File: config.mk
export PLATFORM = sky130hd
export DESIGN_NAME = wb_skid_stage_flat
export DESIGN_NICKNAME = d
export VERILOG_FILES = /design/src/rtl/wb_skid_stage_if.sv /design/src/rtl/wb_skid_stage.sv /design/src/flat_wrapper.sv
export SDC_FILE = /design/constraint.sdc
export NUM_CORES = 1
export LEC_CHECK = 0
export CAP_MARGIN = 15
export CORE_MARGIN = 4
export CORE_UTILIZATION = 52
export DETAILED_ROUTE_END_ITERATION = 16
export HOLD_SLACK_MARGIN = 0.06
export PLACE_DENSITY_LB_ADDON = 0.05
export SLEW_MARGIN = 20
export SYNTH_ARGS = -nofsm -noshare
export SYNTH_HDL_FRONTEND = slang
export SYNTH_SLANG_ARGS = --single-unit
File: constraint.sdc
create_clock -name clk -period 4.4 [get_ports clk]
set_input_delay 0.66 -clock clk [delete_from_list [all_inputs] [get_ports clk]]
set_output_delay 0.66 -clock clk [all_outputs]
set_load 0.05 [all_outputs]
File: src/rtl/wb_skid_stage_if.sv
// wb_skid_stage_if: MEM-to-WB handshake, payload and writeback result bundle
interface wb_skid_stage_if #(
  parameter int D_WIDTH   = 32,
  parameter int RF_SIZE   = 5,
  parameter int CNT_WIDTH = 16
) ();
  logic                 in_valid;
  logic                 in_ready;
  logic [D_WIDTH-1:0]   alu_out_mem;
  logic [D_WIDTH-1:0]   r_data_mem;
  logic [RF_SIZE-1:0]   rd_mem;
  logic                 reg_write_mem;
  logic                 mem_to_reg_mem;
  logic                 flush;
  logic                 out_valid;
  logic                 out_ready;
  logic [D_WIDTH-1:0]   alu_out_wb;
  logic [D_WIDTH-1:0]   mem_data_wb;
  logic [RF_SIZE-1:0]   rd_wb;
  logic                 reg_write_wb;
  logic                 mem_to_reg_wb;
  logic [D_WIDTH-1:0]   wb_data;
  logic [CNT_WIDTH-1:0] stall_cnt;

  // Stage side: consumes MEM payload, produces WB payload
  modport slave (
    input  in_valid, alu_out_mem, r_data_mem, rd_mem, reg_write_mem, mem_to_reg_mem,
    input  flush, out_ready,
    output in_ready, out_valid, alu_out_wb, mem_data_wb, rd_wb, reg_write_wb,
    output mem_to_reg_wb, wb_data, stall_cnt
  );

  // Surrounding pipeline side
  modport master (
    output in_valid, alu_out_mem, r_data_mem, rd_mem, reg_write_mem, mem_to_reg_mem,
    output flush, out_ready,
    input  in_ready, out_valid, alu_out_wb, mem_data_wb, rd_wb, reg_write_wb,
    input  mem_to_reg_wb, wb_data, stall_cnt
  );
endinterface

File: src/rtl/wb_skid_stage.sv
// wb_skid_stage: MEM/WB boundary register with 2-entry skid buffer, flush and result mux
module wb_skid_stage #(
  parameter int D_WIDTH   = 32,
  parameter int RF_SIZE   = 5,
  parameter int CNT_WIDTH = 16
) (
  input  logic                  clk,
  input  logic                  rst_n,
  wb_skid_stage_if.slave        bus
);
  typedef enum logic [1:0] {EMPTY, MAIN, FULL} state_t;

  state_t               state, state_nx;
  logic                 main_valid, skid_valid, acc, drn;
  logic                 ld_in_main, ld_skid_main, ld_in_skid;
  logic [D_WIDTH-1:0]   m_alu, m_mem, s_alu, s_mem;
  logic [RF_SIZE-1:0]   m_rd, s_rd;
  logic                 m_rw, m_m2r, s_rw, s_m2r;
  logic [CNT_WIDTH-1:0] cnt;

  assign main_valid = state != EMPTY;
  assign skid_valid = state == FULL;
  assign acc        = bus.in_valid && !skid_valid && !bus.flush;
  assign drn        = main_valid && bus.out_ready;

  // occupancy register
  always_ff @(posedge clk or negedge rst_n)
    if (!rst_n) state <= EMPTY;
    else        state <= state_nx;

  // next occupancy and slot load strobes; flush squashes everything including input
  always_comb begin
    state_nx     = state;
    ld_in_main   = 1'b0;
    ld_skid_main = 1'b0;
    ld_in_skid   = 1'b0;
    if (bus.flush) state_nx = EMPTY;
    else
      case (state)
        EMPTY: begin
          ld_in_main = acc;
          state_nx   = acc ? MAIN : EMPTY;
        end
        MAIN: begin
          ld_in_main = drn && acc;
          ld_in_skid = !drn && acc;
          state_nx   = acc ? (drn ? MAIN : FULL) : (drn ? EMPTY : MAIN);
        end
        default: begin
          ld_skid_main = drn;
          state_nx     = drn ? MAIN : FULL;
        end
      endcase
  end

  // main slot payload: refilled from skid first to keep order
  always_ff @(posedge clk or negedge rst_n)
    if (!rst_n) begin
      m_alu <= '0;
      m_mem <= '0;
      m_rd  <= '0;
      m_rw  <= 1'b0;
      m_m2r <= 1'b0;
    end else if (ld_skid_main) begin
      m_alu <= s_alu;
      m_mem <= s_mem;
      m_rd  <= s_rd;
      m_rw  <= s_rw;
      m_m2r <= s_m2r;
    end else if (ld_in_main) begin
      m_alu <= bus.alu_out_mem;
      m_mem <= bus.r_data_mem;
      m_rd  <= bus.rd_mem;
      m_rw  <= bus.reg_write_mem;
      m_m2r <= bus.mem_to_reg_mem;
    end

  // skid slot payload: catches the one instruction accepted while main is stalled
  always_ff @(posedge clk or negedge rst_n)
    if (!rst_n) begin
      s_alu <= '0;
      s_mem <= '0;
      s_rd  <= '0;
      s_rw  <= 1'b0;
      s_m2r <= 1'b0;
    end else if (ld_in_skid) begin
      s_alu <= bus.alu_out_mem;
      s_mem <= bus.r_data_mem;
      s_rd  <= bus.rd_mem;
      s_rw  <= bus.reg_write_mem;
      s_m2r <= bus.mem_to_reg_mem;
    end

  // saturating count of cycles WB refused a valid instruction
  always_ff @(posedge clk or negedge rst_n)
    if (!rst_n)                                       cnt <= '0;
    else if (main_valid && !bus.out_ready && ~&cnt)   cnt <= cnt + 1'b1;

  assign bus.in_ready      = !skid_valid;
  assign bus.out_valid     = main_valid;
  assign bus.alu_out_wb    = m_alu;
  assign bus.mem_data_wb   = m_mem;
  assign bus.rd_wb         = m_rd;
  assign bus.reg_write_wb  = m_rw && main_valid;
  assign bus.mem_to_reg_wb = m_m2r;
  assign bus.wb_data       = m_m2r ? m_mem : m_alu;
  assign bus.stall_cnt     = cnt;
endmodule

File: src/flat_wrapper.sv
// flat-port wrapper written by rule: the top's interface ports become plain ports
module wb_skid_stage_flat 
#(
  parameter int D_WIDTH   = 32,
  parameter int RF_SIZE   = 5,
  parameter int CNT_WIDTH = 16
)
  (clk, rst_n, bus_in_valid, bus_alu_out_mem, bus_r_data_mem, bus_rd_mem, bus_reg_write_mem, bus_mem_to_reg_mem, bus_flush, bus_out_ready, bus_in_ready, bus_out_valid, bus_alu_out_wb, bus_mem_data_wb, bus_rd_wb, bus_reg_write_wb, bus_mem_to_reg_wb, bus_wb_data, bus_stall_cnt);
  wb_skid_stage_if #(.D_WIDTH(D_WIDTH), .RF_SIZE(RF_SIZE), .CNT_WIDTH(CNT_WIDTH)) bus_i ();
  input  logic clk;
  input  logic rst_n;
  input wire logic [$bits(bus_i.in_valid)-1:0] bus_in_valid;
  input wire logic [$bits(bus_i.alu_out_mem)-1:0] bus_alu_out_mem;
  input wire logic [$bits(bus_i.r_data_mem)-1:0] bus_r_data_mem;
  input wire logic [$bits(bus_i.rd_mem)-1:0] bus_rd_mem;
  input wire logic [$bits(bus_i.reg_write_mem)-1:0] bus_reg_write_mem;
  input wire logic [$bits(bus_i.mem_to_reg_mem)-1:0] bus_mem_to_reg_mem;
  input wire logic [$bits(bus_i.flush)-1:0] bus_flush;
  input wire logic [$bits(bus_i.out_ready)-1:0] bus_out_ready;
  output wire logic [$bits(bus_i.in_ready)-1:0] bus_in_ready;
  output wire logic [$bits(bus_i.out_valid)-1:0] bus_out_valid;
  output wire logic [$bits(bus_i.alu_out_wb)-1:0] bus_alu_out_wb;
  output wire logic [$bits(bus_i.mem_data_wb)-1:0] bus_mem_data_wb;
  output wire logic [$bits(bus_i.rd_wb)-1:0] bus_rd_wb;
  output wire logic [$bits(bus_i.reg_write_wb)-1:0] bus_reg_write_wb;
  output wire logic [$bits(bus_i.mem_to_reg_wb)-1:0] bus_mem_to_reg_wb;
  output wire logic [$bits(bus_i.wb_data)-1:0] bus_wb_data;
  output wire logic [$bits(bus_i.stall_cnt)-1:0] bus_stall_cnt;
  assign bus_i.in_valid = bus_in_valid;
  assign bus_i.alu_out_mem = bus_alu_out_mem;
  assign bus_i.r_data_mem = bus_r_data_mem;
  assign bus_i.rd_mem = bus_rd_mem;
  assign bus_i.reg_write_mem = bus_reg_write_mem;
  assign bus_i.mem_to_reg_mem = bus_mem_to_reg_mem;
  assign bus_i.flush = bus_flush;
  assign bus_i.out_ready = bus_out_ready;
  assign bus_in_ready = bus_i.in_ready;
  assign bus_out_valid = bus_i.out_valid;
  assign bus_alu_out_wb = bus_i.alu_out_wb;
  assign bus_mem_data_wb = bus_i.mem_data_wb;
  assign bus_rd_wb = bus_i.rd_wb;
  assign bus_reg_write_wb = bus_i.reg_write_wb;
  assign bus_mem_to_reg_wb = bus_i.mem_to_reg_wb;
  assign bus_wb_data = bus_i.wb_data;
  assign bus_stall_cnt = bus_i.stall_cnt;
  wb_skid_stage #(.D_WIDTH(D_WIDTH), .RF_SIZE(RF_SIZE), .CNT_WIDTH(CNT_WIDTH)) u_core (.clk(clk), .rst_n(rst_n), .bus(bus_i));
endmodule
* Word-level counts from Yosys, hierarchy flattened
Cells that the tools add are included.
Cells by class: reduce and logical (&&, ||, !) cells 18, equality and inequality tests 2, add/subtract/negate cells 1, mux-type cells 23
Operators by type and width (count):
- 2-to-1 mux 32 bit | 5
- adder 16 x 1 -> 16 bit, second input constant | 1
- AND reduction 16 bit | 1
- 2-to-1 mux 1 bit | 11
- 2-to-1 mux 5 bit | 2
- logical AND 1 bit | 8
- 2-to-1 mux 2 bit | 3
- logical NOT 1 bit | 5
- one-hot mux 2 bit (2 select lines) | 1
- nonzero test 2 bit | 2
- equality test 2 x 1 -> 1 bit, second input constant | 1
- equality test 2 bit, second input constant | 1
- logical NOT 2 bit | 1
- one-hot mux 1 bit (2 select lines) | 1
- OR reduction 2 bit | 1
Word-level totals: input bits 76, word-level logic and storage cells 56, output and inout port bits 121, bits in registers 160

* Logic depth before layout (Yosys ltp)
Gate-level depths: netlist of the first run.
depth after elaboration 9, gate-level depth with buffers 10

* Least setup slack after synthesis of the first run
OpenSTA, ideal clock, no wires.
path kind flip-flop to flip-flop, start point register u_core.state[1], end point register u_core.s_alu[0], setup slack 1.985 ns, buffers on the path 3, clock period less this slack 2.415 ns, arrival 2.290 ns, required time 4.275 ns, cell stages (with the launch flop) 10, setup time 0.125 ns, cells stage by stage dfrtp_1 > buf_2 > or2_2 > and2_1 > inv_1 > ha_1 > nor4bb_1 > buf_2 > buf_2 > mux2_2
Between the ends: elaborated cells between the ends (all ways) 11, classes of those cells 2 x eq/ne; 2 x mux; 7 x reduce/logical
RTL lines:
- from (decl) | RTL line wb_skid_stage.sv:13 | state_t state, state_nx;
- from (signal assigned) | RTL line wb_skid_stage.sv:29 | else state <= state_nx;
- nonzero test 2 bit | RTL line wb_skid_stage.sv:21 | assign main_valid = state != EMPTY;
- via bus_out_valid | RTL line flat_wrapper.sv:21 | output wire logic [$bits(bus_i.out_valid)-1:0] bus_out_valid;
- logical AND 1 bit | RTL line wb_skid_stage.sv:24 | assign drn = main_valid && bus.out_ready;
- logical NOT 1 bit | RTL line wb_skid_stage.sv:46 | ld_in_skid = !drn && acc;
- logical AND 1 bit | RTL line wb_skid_stage.sv:46
- 2-to-1 mux 1 bit | RTL line wb_skid_stage.sv:39 | case (state)
- 2-to-1 mux 1 bit | RTL line wb_skid_stage.sv:37 | if (bus.flush) state_nx = EMPTY;
- to (signal assigned) | RTL line wb_skid_stage.sv:87 | s_alu <= bus.alu_out_mem;
- to (decl) | RTL line wb_skid_stage.sv:16 | logic [D_WIDTH-1:0] m_alu, m_mem, s_alu, s_mem;
The timed path passes the listed nets, and every way through them passes these cells. A chain may end at the register's enable or synchronous reset.

* Worst setup path in the final report of the first run
start point register u_core.m_m2r, in the netlist u_core.bus.mem_to_reg_wb, end point output bus_wb_data[21]
Between the ends: cells in the longest elaborated chain, start to end 1
Ends and longest elaborated chain:
- from (decl) | RTL line wb_skid_stage.sv:18 | logic m_rw, m_m2r, s_rw, s_m2r;
- from (signal assigned) | RTL line wb_skid_stage.sv:69 | m_m2r <= s_m2r;
- from (signal assigned) | RTL line wb_skid_stage.sv:75 | m_m2r <= bus.mem_to_reg_mem;
- 2-to-1 mux 32 bit | RTL line wb_skid_stage.sv:106 | assign bus.wb_data = m_m2r ? m_mem : m_alu;
- to (decl) | RTL line flat_wrapper.sv:27 | output wire logic [$bits(bus_i.wb_data)-1:0] bus_wb_data;
No other way between the ends.

==> results of run 1 <==
power groups by stage:
stage | Sequential [W] | Combinational, W | Clock, W
after global routing | 0.00221 | 0.00228 | 0.00150
after detailed placement | 0.00217 | 0.00217 | 0
after global placement | 0.00215 | 0.00213 | 0
final | 0.00215 | 0.00216 | 0.00140
after CTS | 0.00215 | 0.00218 | 0.00143
after floorplan | 0.00265 | 0.000917 | 0
flip-flops by register name, indices dropped and copies added, names as in the netlist, 2 cells and up:
signal,cells
u_core.bus.alu_out_wb,32
u_core.bus.mem_data_wb,32
u_core.bus.rd_wb,5
u_core.bus.stall_cnt,16
u_core.s_alu,32
u_core.s_mem,32
u_core.s_rd,5
u_core.state,2
path summary, 6_finish.rpt:
path | start | endpoint | slack [ns] | cells after the start
max | u_core.bus.mem_to_reg_wb | bus_wb_data[21] | 1.26 | 2
min | rst_n | u_core.bus.stall_cnt[3] | 0.37 | 1
max reg2reg | u_core.state[1] | u_core.s_mem[25] | 1.87 | 7
min reg2reg | u_core.s_alu[7] | u_core.s_alu[7] | 0.51 | 1
max in group asynchronous | rst_n | u_core.s_alu[15] | 3.08 | 2
min in group clk | u_core.s_alu[7] | u_core.s_alu[7] | 0.51 | 1
worst register-to-register path, cell delays in order, from the launching register on:
cell	delay, ns
dfrtp_1	0.51
or2_2	0.39
and2_1	0.18
inv_1	0.06
ha_1	0.14
nor4bb_4	0.33
buf_12	0.39
mux2_2	0.42
cell usage in the layout (no fill, tap or decap), drive strengths merged, types with 4 or more instances in the layout:
| cell | count |
|---|---|
| clkbuf | 19 |
| nand3 | 8 |
| a21oi | 73 |
| nand4 | 4 |
| xor2 | 6 |
| dfrtp | 160 |
| nor4 | 4 |
| xnor2 | 4 |
| clkinvlp | 4 |
| mux2i | 72 |
| mux2 | 106 |
| clkinv | 6 |
| nor2 | 75 |
| nor3 | 4 |
| nand2 | 5 |
| buf | 7 |
| clkdlybuf4s50 | 195 |
cell families (layout without fill, tap and decap cells):
kind of cell               after synthesis  after routing  synth area share, %
muxes                                  178            178                 26.4
DFF                                    160            160                 55.1
and+or+nand+nor                        116            116                 7.97
AOI/OAI and AO/OA                       83             83                 6.20
buffers and inverters                   39            235                 2.64
xor gates and xnor gates                10             10                 1.21
adders and majority gates                3              3                0.517
metal layers:
| metal | part of all wire [%] | vias up | wire, um | GRT usage [%] |
|---|---|---|---|---|
| li1 | - | 2451 | - | - |
| met1 | 44 | 2559 | 7370 | 28.3 |
| met2 | 49 | 135 | 8200 | 35.5 |
| met3 | 5.3 | 19 | 876 | 5.93 |
| met4 | 1.4 | 0 | 231 | 6.62 |
| met5 | 0 | - | 0 | 0 |
metrics by stage:
| stage | power (W) | std cells | worst slack [ns] | hold WS (ns) |
|---|---|---|---|---|
| floorplan | 0.00356 | 589 | 1.98 | 0.364 |
| global placement | 0.00428 | 930 | 1.50 | 0.489 |
| detailed placement | 0.00435 | 930 | 1.43 | 0.495 |
| CTS | 0.00576 | 961 | 1.20 | 0.411 |
| global route | 0.00598 | 961 | 1.14 | 0.435 |
| finish | 0.00571 | 961 | 1.26 | 0.371 |
layout make-up:
cell class	instances	area (um^2)
inverter	2	7.51
clock inverter	12	120
multi-input combinational	390	3090
timing repair buffer	202	2030
clock buffer	19	443
tap	176	220
fill	921	3530
sequential	160	4010
==> results.py, run 1 <==
metrics = {
    "power_and_ir_drop": {
        "netSwitchingPower_w": 0.00217,
        "power_leakage_nw": 4.55,
        "p_per_area_mw_per_mm2": 576,
        "p_int_w": 0.00354,
        "combPwrFrac_pct": 37.8,
        "seqPwrFrac_pct": 37.6,
        "clock_power_share_pct": 24.5,
        "ir_drop_mv": 0.337,
        "p_sw_share_pct": 38.0,
    },
    "routing": {
        "via_count": 5164,
        "dr.first_iter.drc_count": 271,
        "post_drt_wl_per_cell_um": 17.4,
        "ant_nets": 0,
        "drc": 0,
        "postRouteWirelength_mm": 16.7,
        "via_per_inst": 5.37,
        "first_pass_iters": 4,
    },
    "sta": {
        "slew_headroom_pct": 35.4,
        "fin_crit_ns": 3.14,
        "tightest_slew_ns": 0.969,
        "rsz0062_at_grt": "no",
        "tns_ns": 0,
        "hold_violations": 0,
        "skew_ns": 0.00557,
        "drv_slew": 0,
        "max_freq_ghz": 0.318,
        "period_share_pct": 71.4,
        "setup_viol_count_final": 0,
    },
    "cts": {
        "htreeDepth": 4,
        "cts_hold_buf": 0,
        "cts.path.max_buffers": 2,
        "cts_inserted_buffers": 17,
        "clockRootBuffer": "clkbuf_16",
        "path_clk_slew_ns": 0.06,
        "cts_setup_buffers": 0,
        "cts_tree": "yes",
        "cts.sinks": 160,
        "clk_latency_ns": 0.41,
        "post_cts_resized": 0,
    },
    "synth": {
        "yosys.area.top_type": "dfrtp_1",
        "ys_types": 39,
        "syn-num-nets": 668,
        "synth_enable_flop_cells": 0,
        "synth_top_area_share_pct": 55.1,
        "synth_area_per_cell_um2": 12.3,
        "synth_most_common_cell": "dfrtp_1",
        "yosysWarnings": 0,
        "synthFlopType": "dfrtp_1",
        "yosys-top-cells-count": "dfrtp_1, mux2_2, nor2_1, a21oi_1, mux2i_1",
        "synth_cells": 589,
        "synth_area_mm2": 0.00726,
        "yosysSeqAreaShare_pct": 55.1,
        "async_flop_share_pct": 100,
        "ys_ff_latch": 160,
        "ys_top_cells_by_area": "dfrtp_1, mux2_2, mux2i_1, a21oi_1, nor2_1",
    },
    "placed_design": {
        "portBuffers": 196,
        "gp_congestion": 0.796,
        "dp_hpwl_mm": 11.2,
        "place_area_mm2": 0.00936,
    },
    "grt": {
        "grt_overflow_total": 0,
        "grt_max_degree": 143,
        "antenna_found_initial": 0,
        "grt.total_usage_pct": 21.6,
        "grt_pass1_vias": 5464,
        "grt_pass1_wl_mm": 27.8,
    },
    "setup_path": {
        "crit_chain": "mux2_2, clkdlybuf4s50_1",
        "cp-start-kind": "flop",
        "crit_fanout": 34,
        "cpLargestDelayFamily": "flip-flops",
        "path_buf_inv": 1,
        "cp-end-kind": "output port",
        "required_ns": 3.74,
        "max_stage_delay_ns": 0.93,
        "worst-setup-path-type": "reg -> out",
        "critPathSlowestCell": "dfrtp_2",
        "crit_arrival_ns": 2.48,
    },
    "final_layout": {
        "drive_above_1_share_pct": 20.0,
        "stdcell_area_mm2": 0.00992,
        "num_antenna_cells": 0,
        "area.growth.synth_to_final_pct": 36.6,
        "final_nets": 852,
        "utilization_pct": 73.7,
    },
    "die": {
        "dieHeight_um": 126,
        "io_pins": 197,
        "core_mm2": 0.0135,
        "die_w_um": 126,
        "initial_core_util_pct": 54.0,
        "row_count": 42,
        "die_area_mm2": 0.0159,
    },
    "status": {
        "status": "completed",
    },
    "flow_run": {
        "drv_cap": 0,
    },
    "hold_path": {
        "hold_path.class": "in -> async",
    },
}
Power figures use the tool's default switching activity.
==> run 2: changes to the inputs <==
--- a/config.mk
+++ b/config.mk
@@ -7,7 +7,7 @@
 export LEC_CHECK = 0
 export CAP_MARGIN = 15
 export CORE_MARGIN = 4
-export CORE_UTILIZATION = 52
+export CORE_UTILIZATION = 49
 export DETAILED_ROUTE_END_ITERATION = 16
 export HOLD_SLACK_MARGIN = 0.06
 export PLACE_DENSITY_LB_ADDON = 0.05
==> constraint.sdc (replaced) <==
create_clock -name clk -period 3.1 [get_ports clk]
set_input_delay 0.465 -clock clk [delete_from_list [all_inputs] [get_ports clk]]
set_output_delay 0.465 -clock clk [all_outputs]
set_load 0.05 [all_outputs]
==> run 2 against run 1 <==
Clock skew rose by 0.0058 ns. Core utilization fell by 5.1 points. Design area rose by 0.50%.
==> results.py, run 2 (synthesized netlist as in run 1, its figures left out) <==
metrics = {
    "status": {
        "status": "completed",
    },
    "placed_design": {
        "place_area_mm2": 0.00937,
        "portBuffers": 196,
        "dp_hpwl_mm": 11.7,
        "gp_congestion": 0.764,
    },
    "routing": {
        "ant_nets": 0,
        "dr.first_iter.drc_count": 342,
        "first_pass_iters": 4,
        "via_per_inst": 5.30,
        "drc": 0,
        "postRouteWirelength_mm": 17.1,
        "post_drt_wl_per_cell_um": 17.5,
        "via_count": 5167,
    },
    "sta": {
        "tightest_slew_ns": 0.662,
        "tns_ns": 0,
        "max_freq_ghz": 0.383,
        "fin_crit_ns": 2.61,
        "skew_ns": 0.0113,
        "rsz0062_at_grt": "no",
        "period_share_pct": 84.3,
        "hold_violations": 0,
        "setup_viol_count_final": 0,
        "drv_slew": 0,
        "slew_headroom_pct": 55.9,
    },
    "final_layout": {
        "layout_commonest_cell": "clkdlybuf4s50_1",
        "area.growth.synth_to_final_pct": 37.3,
        "stdcell_area_mm2": 0.00997,
        "final_nets": 857,
        "num_antenna_cells": 0,
        "drive_above_1_share_pct": 24.4,
        "mostFrequentLayoutCells": "clkdlybuf4s50_1, dfrtp_1, mux2_2",
    },
    "setup_path": {
        "reg2reg_from": "u_core.state[1]",
        "crit_fanout": 10,
        "timing.rr.end": "u_core.s_alu[14]",
        "worst-setup-path-type": "reg -> out",
        "cp-start-kind": "flop",
        "required_ns": 2.63,
        "cp-end-kind": "output port",
        "crit_arrival_ns": 2.15,
        "r2r_slack_ns": 0.54,
        "r2r_cells": 7,
    },
    "grt": {
        "grt_pass1_vias": 5440,
        "grt_pass1_wl_mm": 27.3,
        "grt_overflow_total": 0,
        "antenna_found_initial": 0,
        "grt_max_degree": 73,
        "grt.total_usage_pct": 20.6,
    },
    "die": {
        "row_count": 44,
        "die_w_um": 130,
        "io_pins": 197,
        "initial_core_util_pct": 50.0,
        "core_mm2": 0.0145,
        "die_area_mm2": 0.0168,
        "dieHeight_um": 130,
    },
    "cts": {
        "clk_latency_ns": 0.42,
        "cts.path.max_buffers": 2,
        "cts_setup_buffers": 0,
        "htreeDepth": 4,
        "clockRootBuffer": "clkbuf_16",
        "post_cts_resized": 0,
        "cts_hold_buf": 0,
        "path_clk_slew_ns": 0.06,
        "cts.sinks": 160,
        "cts_tree": "yes",
        "cts_inserted_buffers": 17,
    },
    "power_and_ir_drop": {
        "ir_drop_mv": 0.629,
        "p_per_area_mw_per_mm2": 825,
        "power_leakage_nw": 4.63,
    },
    "hold_path": {
        "hold_path.class": "in -> async",
    },
    "flow_run": {
        "drv_cap": 0,
    },
}
==> run 2: changes by cell type in the layout (fill, tap and decap cells not counted) <==
cell             before  now
bufinv_16             2    3
clkbuf_8              1    2
dfrtp_2               1    0
clkdlybuf4s50_1     195  162
buf_12                2    6
clkbuf_1              1    3
buf_4                 4   38
clkinv_2              6    3
dfrtp_1             159  160
==> run 2: metal layers <==
metal / vias to the layer above / track usage [%] / part of all wire (%)
li1: 2464 / - / -
met1: 2543 / 27.0 / 43
met2: 146 / 34.3 / 50
met3: 14 / 5.12 / 5.9
met4: 0 / 5.75 / 1.3
met5: - / 0 / 0
==> run 2: report_power, final <==
part           internal (W)  switching [W]
logic               0.00117        0.00190
clock network       0.00131       0.000815
registers           0.00263       0.000393
total               0.00511        0.00311
==> run 2: worst max-delay path, cell delays in order, from the launching register on <==
cell	delay [ns]
dfrtp_1	0.51
or2_2	0.37
and2_1	0.16
clkdlybuf4s50_1	0.69
==> run 2: area by class of cell <==
class / instances / area, um^2
Fill cell: 1085 / 4560
Clock buffer: 22 / 464
Sequential cell: 160 / 4000
Clock inverter: 10 / 135
Inverter: 2 / 7.51
Tap cell: 184 / 230
Timing Repair Buffer: 207 / 2040
Multi-Input combinational cell: 390 / 3090
==> run 2: through the flow <==
step	power [W]	hold WS (ns)	utilization, %	worst slack, ns	std cells
after floorplan	0.00506	0.169	-	0.685	589
after global placement	0.00606	0.489	64.5	0.506	943
after detailed placement	0.00615	0.495	64.5	0.413	943
after global routing	0.00858	0.0930	68.6	0.409	975
after CTS	0.00830	0.0689	68.6	0.461	975
final	0.00822	0.0363	68.6	0.486	975
==> run 2: worst max-delay path by stage <==
stage | from | endpoint | slack [ns] | cells past startpoint
2_1_floorplan | u_core.state[1] | u_core.s_alu[0] | 0.68 | 9
4_1_cts | u_core.state[1] | bus_reg_write_wb | 0.46 | 3
6_report | u_core.state[1] | bus_reg_write_wb | 0.49 | 3
3_5_place_dp | bus_out_ready | u_core.s_alu[23] | 0.41 | 7
3_3_place_gp | bus_out_ready | u_core.s_alu[19] | 0.51 | 7
5_1_grt | u_core.state[1] | u_core.s_mem[14] | 0.41 | 7
==> run 3: changes to the inputs <==
--- a/config.mk
+++ b/config.mk
@@ -7,7 +7,7 @@
 export LEC_CHECK = 0
 export CAP_MARGIN = 15
 export CORE_MARGIN = 4
-export CORE_UTILIZATION = 49
+export CORE_UTILIZATION = 44
 export DETAILED_ROUTE_END_ITERATION = 16
 export HOLD_SLACK_MARGIN = 0.06
 export PLACE_DENSITY_LB_ADDON = 0.05
==> constraint.sdc (replaced) <==
create_clock -name clk -period 2.4 [get_ports clk]
set_input_delay 0.36 -clock clk [delete_from_list [all_inputs] [get_ports clk]]
set_output_delay 0.36 -clock clk [all_outputs]
set_load 0.05 [all_outputs]
==> run 3 against run 2 <==
Sequential power is 29% higher. Clock power is 34% higher. Die area is 11% higher. Highest routed layer unchanged. Critical path type unchanged. Clock-buffer cell count is 1 higher. Largest cell class unchanged. Sequential share of layout area is 2.5 points lower. Combinational power is 48% higher. Largest power group unchanged. Critical path depth stayed put. Wire length is 1.8% higher. Setup slack worse by 0.32 ns.
==> results.py, run 3 (synthesized netlist as in run 1, its figures left out) <==
metrics = {
    "grt": {
        "grt_max_degree": 63,
        "grt_overflow_total": 0,
        "grt_pass1_vias": 5648,
        "grt_pass1_wl_mm": 29.0,
        "antenna_found_initial": 1,
        "grt.total_usage_pct": 19.7,
    },
    "die": {
        "initial_core_util_pct": 45.2,
        "io_pins": 197,
        "core_mm2": 0.0161,
        "row_count": 46,
        "die_area_mm2": 0.0186,
        "die_w_um": 136,
        "dieHeight_um": 136,
    },
    "placed_design": {
        "portBuffers": 196,
        "place_area_mm2": 0.0100,
        "gp_congestion": 0.851,
        "dp_hpwl_mm": 12.6,
        "dpl_worst_slack_ns": -0.00319,
    },
    "final_layout": {
        "mostFrequentLayoutCells": "clkdlybuf4s50_1, dfrtp_1, mux2_2",
        "area.growth.synth_to_final_pct": 46.5,
        "multi_input_area_mm2": 0.00309,
        "drive_above_1_share_pct": 25.6,
        "seqCellArea_mm2": 0.00400,
        "final_nets": 871,
        "utilization_pct": 66.3,
        "layout_commonest_cell": "clkdlybuf4s50_1",
        "fillerInstances": 1165,
        "stdcell_area_mm2": 0.0106,
    },
    "routing": {
        "ant_nets": 0,
        "via_per_inst": 5.10,
        "postRouteWirelength_mm": 17.4,
        "dr.first_iter.drc_count": 229,
        "drc": 0,
        "met3_length_mm": 1.11,
        "via_count": 5193,
        "routedLengthMet1_mm": 7.33,
        "first_pass_iters": 4,
        "met2_length_mm": 8.63,
        "topRoutingLayerUsed": "met4",
        "post_drt_wl_per_cell_um": 17.1,
    },
    "power_and_ir_drop": {
        "clock_power_share_pct": 25.1,
        "p_int_w": 0.00722,
        "power_leakage_nw": 4.92,
        "combPwrFrac_pct": 40.3,
        "ir_drop_mv": 0.588,
        "netSwitchingPower_w": 0.00408,
        "seqPwrFrac_pct": 34.5,
        "power_w": 0.0113,
        "p_per_area_mw_per_mm2": 1060,
        "p_sw_share_pct": 36.1,
    },
    "setup_path": {
        "crit_fanout": 9,
        "crit_start": "u_core.state[1]",
        "crit_chain": "buf_4, nand2b_1, clkdlybuf4s50_1",
        "max_stage_delay_ns": 0.80,
        "crit_cells": 3,
        "r2r_cells": 8,
        "required_ns": 2.04,
        "timing.rr.end": "u_core.s_alu[22]",
        "r2r_slack_ns": 0.20,
        "critPathSlowestCell": "clkdlybuf4s50_1",
        "worst-setup-path-type": "reg -> out",
        "crit_arrival_ns": 1.87,
        "cp-end-kind": "output port",
        "reg2reg_from": "u_core.state[1]",
        "path_buf_inv": 2,
        "cpLargestDelayFamily": "buffers and inverters",
        "cp-endpoint": "bus_in_ready",
        "cp-start-kind": "flop",
    },
    "cts": {
        "path_clk_slew_ns": 0.06,
        "clk_latency_ns": 0.42,
        "clockRootBuffer": "clkbuf_16",
        "htreeDepth": 4,
        "cts_tree": "yes",
        "cts.sinks": 160,
        "cts.path.max_buffers": 2,
        "cts_inserted_buffers": 17,
    },
    "status": {
        "status": "completed",
    },
    "sta": {
        "setup_viol_count_final": 0,
        "finalWorstSetupSlack_ns": 0.167,
        "drv_slew": 0,
        "rsz0062_at_grt": "no",
        "slew_headroom_pct": 63.0,
        "max_freq_ghz": 0.448,
        "skew_ns": 0.00753,
        "tns_ns": 0,
        "tightest_slew_ns": 0.553,
        "period_share_pct": 93.1,
        "fin_crit_ns": 2.23,
        "hold_violations": 0,
    },
    "hold_path": {
        "hold_path.class": "in -> async",
    },
    "flow_run": {
        "drv_cap": 0,
    },
}
## run 3: repair_timing
action,4_1_cts,5_1_grt
buffers inserted,0,0
endpoints found under the hold margin,40,0
resized for setup,0,0
hold buffers,1,0
## run 3: routing by layer
metal,vias to the layer above,global-route usage [%]
met1,2553,24.6
met3,23,5.66
met2,135,32.9
met5,-,0
met4,0,6.77
li1,2482,-
## run 3: worst reg2reg max path: cells and delay by family (launching register included)
family | cells | cell delay (ns)
mux | 1 | 0.36
fa+ha+maj | 1 | 0.14
simple gates | 3 | 0.78
flops | 1 | 0.38
buf+inv | 3 | 0.43
## run 3: metrics by stage
step,hold WS (ns),instances
final,0.419,1019
after global routing,0.452,1019
after CTS,0.431,1018
after detailed placement,0.311,988
after global placement,0.308,988
after floorplan,0.0644,589
## run 3: worst min path at each step
stage and end:
3_5_place_dp u_core.bus.stall_cnt[4], 6_report u_core.bus.stall_cnt[3], 5_1_grt u_core.bus.stall_cnt[4], 3_3_place_gp u_core.bus.stall_cnt[4], 4_1_cts u_core.bus.stall_cnt[4], 2_1_floorplan u_core.bus.alu_out_wb[0]
## run 3: area by class of cell
cell class | count | area share, %
Sequential cell | 160 | 37.6
Multi-Input combinational cell | 390 | 29.1
Timing Repair Buffer | 221 | 24.8
Clock buffer | 23 | 4.59
Tap cell | 216 | 2.54
Clock inverter | 6 | 1.22
Inverter | 2 | 0.0706
Antenna cell | 1 | 0.0235
## run 3: power groups by stage
stage | Combinational, W | Sequential (W) | Clock, W
floorplan | 0.00168 | 0.00485 | 0
global placement | 0.00452 | 0.00391 | 0
detailed placement | 0.00460 | 0.00395 | 0
CTS | 0.00461 | 0.00391 | 0.00290
global route | 0.00479 | 0.00401 | 0.00302
finish | 0.00456 | 0.00390 | 0.00284
